## config.mk

```make
export PLATFORM = sky130hd
export DESIGN_NAME = rom_stream_reader_flat
export DESIGN_NICKNAME = d
export VERILOG_FILES = /design/src/rtl/rom_stream_reader_pkg.sv /design/src/rtl/rom_stream_reader_if.sv /design/src/rtl/rom_resp_fifo.sv /design/src/rtl/rom_stream_reader.sv /design/src/flat_wrapper.sv
export SDC_FILE = /design/constraint.sdc
export NUM_CORES = 1
export LEC_CHECK = 0
export CORE_MARGIN = 2
export CORE_UTILIZATION = 50
export CTS_CLUSTER_SIZE = 25
export DETAILED_ROUTE_END_ITERATION = 6
export PLACE_DENSITY = 0.8
export SLEW_MARGIN = 20
export SYNTH_ARGS = -nofsm -noshare
export SYNTH_HDL_FRONTEND = slang
export SYNTH_SLANG_ARGS = --single-unit
export TNS_END_PERCENT = 50
```

## constraint.sdc

```tcl
create_clock -name clk -period 2.4 [get_ports clk]
set_clock_uncertainty 0.05 [all_clocks]
set_input_delay 0.36 -clock clk [delete_from_list [all_inputs] [get_ports clk]]
set_output_delay 0.36 -clock clk [all_outputs]
set_load 0.01 [all_outputs]
```

## src/rtl/rom_stream_reader_pkg.sv

```systemverilog
// rtl/rom_stream_reader_pkg.sv - shared width helpers for the ROM stream reader
package rom_stream_reader_pkg;

    localparam int TLAST_W = 1;

    function automatic int clog2(input int value);
        int r;
        r = 0;
        while ((1 << r) < value) r++;
        return r;
    endfunction

    // Each response entry carries the ROM word plus its tlast sideband bit.
    function automatic int entry_width(input int data_width);
        return data_width + TLAST_W;
    endfunction

endpackage

```

## src/rtl/rom_stream_reader_if.sv

```systemverilog
// rtl/rom_stream_reader_if.sv - address stream, response stream and ROM port bundle
interface rom_stream_reader_if #(
    parameter int ADDR_WIDTH = 8,
    parameter int DATA_WIDTH = 8
);
    logic [ADDR_WIDTH-1:0] s_axis_tdata;
    logic                  s_axis_tvalid;
    logic                  s_axis_tready;
    logic                  s_axis_tlast;
    logic [DATA_WIDTH-1:0] m_axis_tdata;
    logic                  m_axis_tvalid;
    logic                  m_axis_tready;
    logic                  m_axis_tlast;
    logic                  rom_en;
    logic [ADDR_WIDTH-1:0] rom_addr;
    logic [DATA_WIDTH-1:0] rom_data;
    logic                  rom_ack;

    modport slave (
        input  s_axis_tdata, s_axis_tvalid, s_axis_tlast, m_axis_tready, rom_data, rom_ack,
        output s_axis_tready, m_axis_tdata, m_axis_tvalid, m_axis_tlast, rom_en, rom_addr
    );

    modport master (
        output s_axis_tdata, s_axis_tvalid, s_axis_tlast, m_axis_tready, rom_data, rom_ack,
        input  s_axis_tready, m_axis_tdata, m_axis_tvalid, m_axis_tlast, rom_en, rom_addr
    );
endinterface

```

## src/rtl/rom_resp_fifo.sv

```systemverilog
// rtl/rom_resp_fifo.sv - synchronous response FIFO with explicit pointer wrap
module rom_resp_fifo
    import rom_stream_reader_pkg::*;
#(
    parameter  int DEPTH = 4,
    parameter  int WIDTH = 9,
    localparam int PW    = clog2(DEPTH),
    localparam int CW    = clog2(DEPTH + 1)
) (
    input  logic             clk,
    input  logic             rst_n,
    input  logic             wr_en,
    input  logic [WIDTH-1:0] din,
    input  logic             rd_en,
    output logic [WIDTH-1:0] dout,
    output logic [CW-1:0]    count
);

    logic [WIDTH-1:0] mem [DEPTH];
    logic [PW-1:0]    wr_ptr_q, wr_ptr_d;
    logic [PW-1:0]    rd_ptr_q, rd_ptr_d;
    logic [CW-1:0]    count_q, count_d;

    // Wrap at DEPTH-1 so non-power-of-two depths stay in range.
    function automatic logic [PW-1:0] ptr_inc(input logic [PW-1:0] p);
        return (p == PW'(DEPTH - 1)) ? '0 : p + PW'(1);
    endfunction

    always_comb begin
        wr_ptr_d = wr_ptr_q;
        rd_ptr_d = rd_ptr_q;
        count_d  = count_q;
        if (wr_en) wr_ptr_d = ptr_inc(wr_ptr_q);
        if (rd_en) rd_ptr_d = ptr_inc(rd_ptr_q);
        case ({wr_en, rd_en})
            2'b10:   count_d = count_q + CW'(1);
            2'b01:   count_d = count_q - CW'(1);
            default: count_d = count_q;
        endcase
    end

    always_ff @(posedge clk or negedge rst_n) begin
        if (!rst_n) begin
            wr_ptr_q <= '0;
            rd_ptr_q <= '0;
            count_q  <= '0;
        end else begin
            wr_ptr_q <= wr_ptr_d;
            rd_ptr_q <= rd_ptr_d;
            count_q  <= count_d;
        end
    end

    always_ff @(posedge clk) begin
        if (wr_en) mem[wr_ptr_q] <= din;
    end

    assign dout  = mem[rd_ptr_q];
    assign count = count_q;

    a_no_overflow: assert property (@(posedge clk) disable iff (!rst_n)
        !(wr_en && (count_q == CW'(DEPTH))));

endmodule

```

## src/rtl/rom_stream_reader.sv

```systemverilog
// rtl/rom_stream_reader.sv - address stream to ROM reads, responses re-streamed in order
module rom_stream_reader
    import rom_stream_reader_pkg::*;
#(
    parameter int ADDR_WIDTH = 8,
    parameter int DATA_WIDTH = 8,
    parameter int FIFO_DEPTH = 4
) (
    input logic                  clk,
    input logic                  rst_n,
    rom_stream_reader_if.slave   bus
);

    localparam int EW = entry_width(DATA_WIDTH);
    localparam int CW = clog2(FIFO_DEPTH + 1);

    logic                  released_q, released_d;
    logic                  pending_q, pending_d;
    logic                  last_q, last_d;
    logic [CW-1:0]         count;
    logic                  s_ready, accept, wr_en, rd_en, m_valid;
    logic [EW-1:0]         din, dout;
    logic [ADDR_WIDTH-1:0] addr;

    // Credit check counts the in-flight read so its response always has a slot.
    always_comb begin
        released_d = 1'b1;
        m_valid    = (count != '0);
        s_ready    = released_q
                     && (({1'b0, count} + (CW+1)'(pending_q)) < (CW+1)'(FIFO_DEPTH));
        accept     = bus.s_axis_tvalid && s_ready;
        pending_d  = accept;
        last_d     = accept ? bus.s_axis_tlast : last_q;
        wr_en      = bus.rom_ack && pending_q;
        din        = {last_q, bus.rom_data};
        rd_en      = m_valid && bus.m_axis_tready;
    end

    always_ff @(posedge clk or negedge rst_n) begin
        if (!rst_n) begin
            released_q <= 1'b0;
            pending_q  <= 1'b0;
            last_q     <= 1'b0;
        end else begin
            released_q <= released_d;
            pending_q  <= pending_d;
            last_q     <= last_d;
        end
    end

    rom_resp_fifo #(
        .DEPTH (FIFO_DEPTH),
        .WIDTH (EW)
    ) u_fifo (
        .clk   (clk),
        .rst_n (rst_n),
        .wr_en (wr_en),
        .din   (din),
        .rd_en (rd_en),
        .dout  (dout),
        .count (count)
    );

    assign addr              = bus.s_axis_tdata;
    assign bus.rom_addr      = addr;
    assign bus.rom_en        = accept;
    assign bus.s_axis_tready = s_ready;
    assign bus.m_axis_tvalid = m_valid;
    assign bus.m_axis_tdata  = dout[DATA_WIDTH-1:0];
    assign bus.m_axis_tlast  = dout[EW-1];

endmodule

```

## src/flat_wrapper.sv

```systemverilog
// flat-port wrapper written by rule: the top's interface ports become plain ports
module rom_stream_reader_flat import rom_stream_reader_pkg::*;
#(
    parameter int ADDR_WIDTH = 8,
    parameter int DATA_WIDTH = 8,
    parameter int FIFO_DEPTH = 4
)
  (clk, rst_n, bus_s_axis_tdata, bus_s_axis_tvalid, bus_s_axis_tlast, bus_m_axis_tready, bus_rom_data, bus_rom_ack, bus_s_axis_tready, bus_m_axis_tdata, bus_m_axis_tvalid, bus_m_axis_tlast, bus_rom_en, bus_rom_addr);
  rom_stream_reader_if #(.ADDR_WIDTH(ADDR_WIDTH), .DATA_WIDTH(DATA_WIDTH)) bus_i ();
  input logic clk;
  input logic rst_n;
  input wire logic [$bits(bus_i.s_axis_tdata)-1:0] bus_s_axis_tdata;
  input wire logic [$bits(bus_i.s_axis_tvalid)-1:0] bus_s_axis_tvalid;
  input wire logic [$bits(bus_i.s_axis_tlast)-1:0] bus_s_axis_tlast;
  input wire logic [$bits(bus_i.m_axis_tready)-1:0] bus_m_axis_tready;
  input wire logic [$bits(bus_i.rom_data)-1:0] bus_rom_data;
  input wire logic [$bits(bus_i.rom_ack)-1:0] bus_rom_ack;
  output wire logic [$bits(bus_i.s_axis_tready)-1:0] bus_s_axis_tready;
  output wire logic [$bits(bus_i.m_axis_tdata)-1:0] bus_m_axis_tdata;
  output wire logic [$bits(bus_i.m_axis_tvalid)-1:0] bus_m_axis_tvalid;
  output wire logic [$bits(bus_i.m_axis_tlast)-1:0] bus_m_axis_tlast;
  output wire logic [$bits(bus_i.rom_en)-1:0] bus_rom_en;
  output wire logic [$bits(bus_i.rom_addr)-1:0] bus_rom_addr;
  assign bus_i.s_axis_tdata = bus_s_axis_tdata;
  assign bus_i.s_axis_tvalid = bus_s_axis_tvalid;
  assign bus_i.s_axis_tlast = bus_s_axis_tlast;
  assign bus_i.m_axis_tready = bus_m_axis_tready;
  assign bus_i.rom_data = bus_rom_data;
  assign bus_i.rom_ack = bus_rom_ack;
  assign bus_s_axis_tready = bus_i.s_axis_tready;
  assign bus_m_axis_tdata = bus_i.m_axis_tdata;
  assign bus_m_axis_tvalid = bus_i.m_axis_tvalid;
  assign bus_m_axis_tlast = bus_i.m_axis_tlast;
  assign bus_rom_en = bus_i.rom_en;
  assign bus_rom_addr = bus_i.rom_addr;
  rom_stream_reader #(.ADDR_WIDTH(ADDR_WIDTH), .DATA_WIDTH(DATA_WIDTH), .FIFO_DEPTH(FIFO_DEPTH)) u_core (.clk(clk), .rst_n(rst_n), .bus(bus_i));
endmodule
```

==> qor_table.md <==
| Stage | Result | Value |
|:---|:---|:---|
| outcome | Result of the run | finished clean |
| synthesis | Post-synthesis cell count | 102 |
| grt | Global-route wire length before repair | 5.02 mm |
| cells and area | Area used by multi-input combinational logic | 497 sq um |
| worst setup path | Slowest CP cell | sky130_fd_sc_hd__dfrtp_2 |
| drt | Initial DRC Count | 34 |
| synthesis | Avg Synthesized Cell Area | 18.9 sq um |
| cts | Cell chosen for the clock root | sky130_fd_sc_hd__clkbuf_8 |
| sta | Final max-slew violation count | 0 |
| drt | Wire length per cell after detailed routing | 18.2 um |
| cells and area | Leading cell types in the layout, fill and taps excluded | sky130_fd_sc_hd__edfxtp_1, sky130_fd_sc_hd__clkdlybuf4s50_1, sky130_fd_sc_hd__mux4_2, sky130_fd_sc_hd__dfrtp_1, sky130_fd_sc_hd__inv_1 |
| worst setup path | Critical path capture point type | output port |
| grt | Via count of the first global-routing pass | 1022 |
| cts | Source-to-sink clock delay at the later pin of the worst-skew pair | 0.29 ns |
| sta | Timing-limited maximum frequency | 430 MHz |
| grt | Combined global-route utilization of all metal layers | 0.167 |
| drt | Number of nets still failing antenna checks after routing | 0 |
| worst setup path | Critical path arrival | 1.92 ns |
| cells and area | Number of diodes added for antenna fixing | 0 |
| cts | Post-CTS Setup Repair Bufs | 0 |
| die | Floorplan die area | 0.00437 sq mm |
| place | Final weighted congestion of routability-driven global placement | 0.726 |
| cells and area | Fillers | 270 |
| cells and area | Area used by sequential logic in the layout | 0.00133 sq mm |
| cells and area | Layout net count | 154 |
| synthesis | Number of synthesized flops with an enable pin | 36 |
| sta | Final worst-path cycle share | 0.969 |
| synthesis | Synthesized net count | 131 |
| worst setup path | Slowest Stage Delay on Critical Path | 0.58 ns |
| cells and area | P&R area growth vs syn | 17.0% |
| synthesis | Post-synthesis cell type with the largest combined area | sky130_fd_sc_hd__edfxtp_1 |
| sta | Setup-failing EPs final | 0 |
| die | Initial core utilization | 0.522 |
| sta | Clock period minus worst slack | 2.33 ns |
| worst setup path | Req. time, crit path | 1.99 ns |
| drt | Vias | 937 |
| cells and area | Ratio of cells with drive above 1 in the final layout | 0.198 |
| cts | Clock Path Buffers | 2 |
| synthesis | Cell area after technology mapping | 0.00193 sq mm |
| drt | Number of detailed-route iterations in the first pass | 4 |
| power and ir drop | Max rail drop VDD | 651 uV |
| worst setup path | Worst Path Class, Setup | flop to output port |
| synthesis | Number of warnings reported in the yosys synthesis log | 0 |
| cts | Clock Pin Slew Worst Setup and Hold Paths | 0.08 ns |
| place | Post-detail-place hpwl | 2.20 mm |
| place | I/O Buffers | 25 |
| grt | Antenna violations before repair | 0 |
| flow run | # Max-Cap Violations | 0 |
| cts | Total clock buffers created by CTS | 5 |
| die | Core area | 0.00369 sq mm |
| worst setup path | Highest fanout seen on the critical path | 10 |
| cts | TritonCTS clock tree | yes |
| die | Number of placement rows | 22 |
| sta | Max_slew headroom | 0.635 |
| hold path | Tightest Hold Check Type | input pin to async pin |
| cts | Clk sink count | 46 |
| sta | Setup repair after global routing missed its margin | false |
| synthesis | Number of different library cells in the post-synthesis netlist | 24 |
| cells and area | Leading cell type in the layout, fill and taps excluded | sky130_fd_sc_hd__edfxtp_1 |
| sta | Slew at the pin with the worst max-slew slack | 0.547 ns |
| synthesis | Fraction of registers with async set/reset | 0.217 |
| synthesis | Share of Yosys cell area claimed by the top area cell type | 0.561 |
| die | Die outline height | 66.1 um |
| synthesis | Post-synthesis register bit count | 46 |
| drt | Detailed-route wire length | 3.16 mm |
| worst setup path | Cell chain of the critical path | mux4_2 > clkdlybuf4s50_1 |
| cts | Count of H-tree levels built during CTS | 2 |
| cells and area | Count of non-filler cells in the finished layout | 174 |
| sta | Hold_ws | 0.328 ns |
| synthesis | Primary FF master, synth | sky130_fd_sc_hd__edfxtp_1 |
| power and ir drop | P_leak | 0.000837 uW |
| grt | Total global routing overflow | 0 |
| grt | Largest net degree at the start of global routing | 14 |
| cells and area | Utilization after layout | 0.611 |
| die | Die Span X | 66.1 um |
| die | Number of placed I/O pins | 42 |
| synthesis | Sequential area share after synthesis | 0.691 |
| drt | Vias per inst | 5.39 |
| sta | Count of final hold-check violations | 0 |
| drt | DRC violations left | 0 |
| worst setup path | Startpoint kind of the worst setup timing path | flop |
| power and ir drop | Areal power density over the cells | 1020 mW/mm^2 |
| place | Placed Instances | 166 |
| sta | Summed negative setup slack over all endpoints | 0 ns |
| synthesis | Leading cell types by total area after synthesis | sky130_fd_sc_hd__edfxtp_1, sky130_fd_sc_hd__dfrtp_1, sky130_fd_sc_hd__mux4_2, sky130_fd_sc_hd__ha_1, sky130_fd_sc_hd__buf_4 |
[flip-flops by register name, indices dropped and copies added (netlist names)]
| name | count |
|---|---|
| u_core.pending_q | 1 |
| u_core.released_q | 1 |
| u_core.u_fifo.wr_ptr_q | 2 |
| u_core.u_fifo.rd_ptr_q | 2 |
| u_core.u_fifo.mem | 36 |
| u_core.u_fifo.count | 3 |
| u_core.last_q | 1 |
[where the power goes]
| group | switching (uW) | internal, uW |
|---|---|---|
| logic | 269 | 476 |
| registers | 157 | 971 |
| clock network | 234 | 200 |
[stage by stage]
stage	power (uW)	setup WS, ns	area, sq um
floorplan	1600	0.514	1930
global placement	1850	0.189	2170
detailed placement	1890	0.188	2170
CTS	2330	0.0597	2250
global route	2440	0.000109	2250
finish	2310	0.0744	2250
[Yosys cell counts (all sizes together), types with 2 or more instances]
cell type  instances
and3               4
buf               10
dfrtp             10
edfxtp            36
ha                 6
inv                7
mux2               4
mux4               9
nand2              2
nor2               2
xor2               2
[worst paths after layout]
path                       slack [ns]                       from                        end  depth (start not counted)
max in group asynchronous        1.64                      rst_n  u_core.u_fifo.rd_ptr_q[0]                          1
hold reg to reg                  0.45     u_core.u_fifo.count[2]     u_core.u_fifo.count[2]                          1
hold / removal                   0.33                      rst_n     u_core.u_fifo.count[0]                          1
min in group clk                 0.45     u_core.u_fifo.count[2]     u_core.u_fifo.count[2]                          1
setup / recovery                 0.07  u_core.u_fifo.rd_ptr_q[0]           bus_m_axis_tlast                          2
setup reg to reg                 0.39     u_core.u_fifo.count[0]     u_core.u_fifo.count[2]                          9
[area by class of cell]
type	instances	share of cell area
timing repair buffer	26	0.114
tap	48	0.0266
clock buffer	6	0.0322
clock inverter	2	0.00388
multi-input combinational	39	0.220
sequential	46	0.591
inverter	7	0.0117
[routing by layer]
metal  global-route usage  vias up  routed length [um]  share of wire
li1                     -      424                   -              -
met1                0.190      473                1260           0.40
met2                0.281       31                1670           0.53
met3               0.0716        9                 171          0.054
met4               0.0612        0                  57          0.018
met5                    0        -                   0              0
[what timing repair did]
action                     in CTS  in global routing
gates resized for setup         1                  0
hold buffers                    0                  0
setup endpoints to repair       9                  0
[worst max-delay path, delay by kind of cell (launching register included)]
family	cells	cell delay (ns)
muxes	1	0.56
buffers and inverters	1	0.49
DFF	1	0.58
[logic make-up (layout without fill, tap and decap cells)]
group	after synthesis	in the layout	share of synthesized area
flops	46	46	0.691
buf+inv	17	41	0.0513
mux	14	14	0.138
simple gates	11	11	0.0403
fa+ha+maj	7	7	0.0494
compound gates	3	3	0.0149
xor+xnor	3	3	0.0136
other cells	1	1	0.00195
Power figures use the tool's default switching activity.
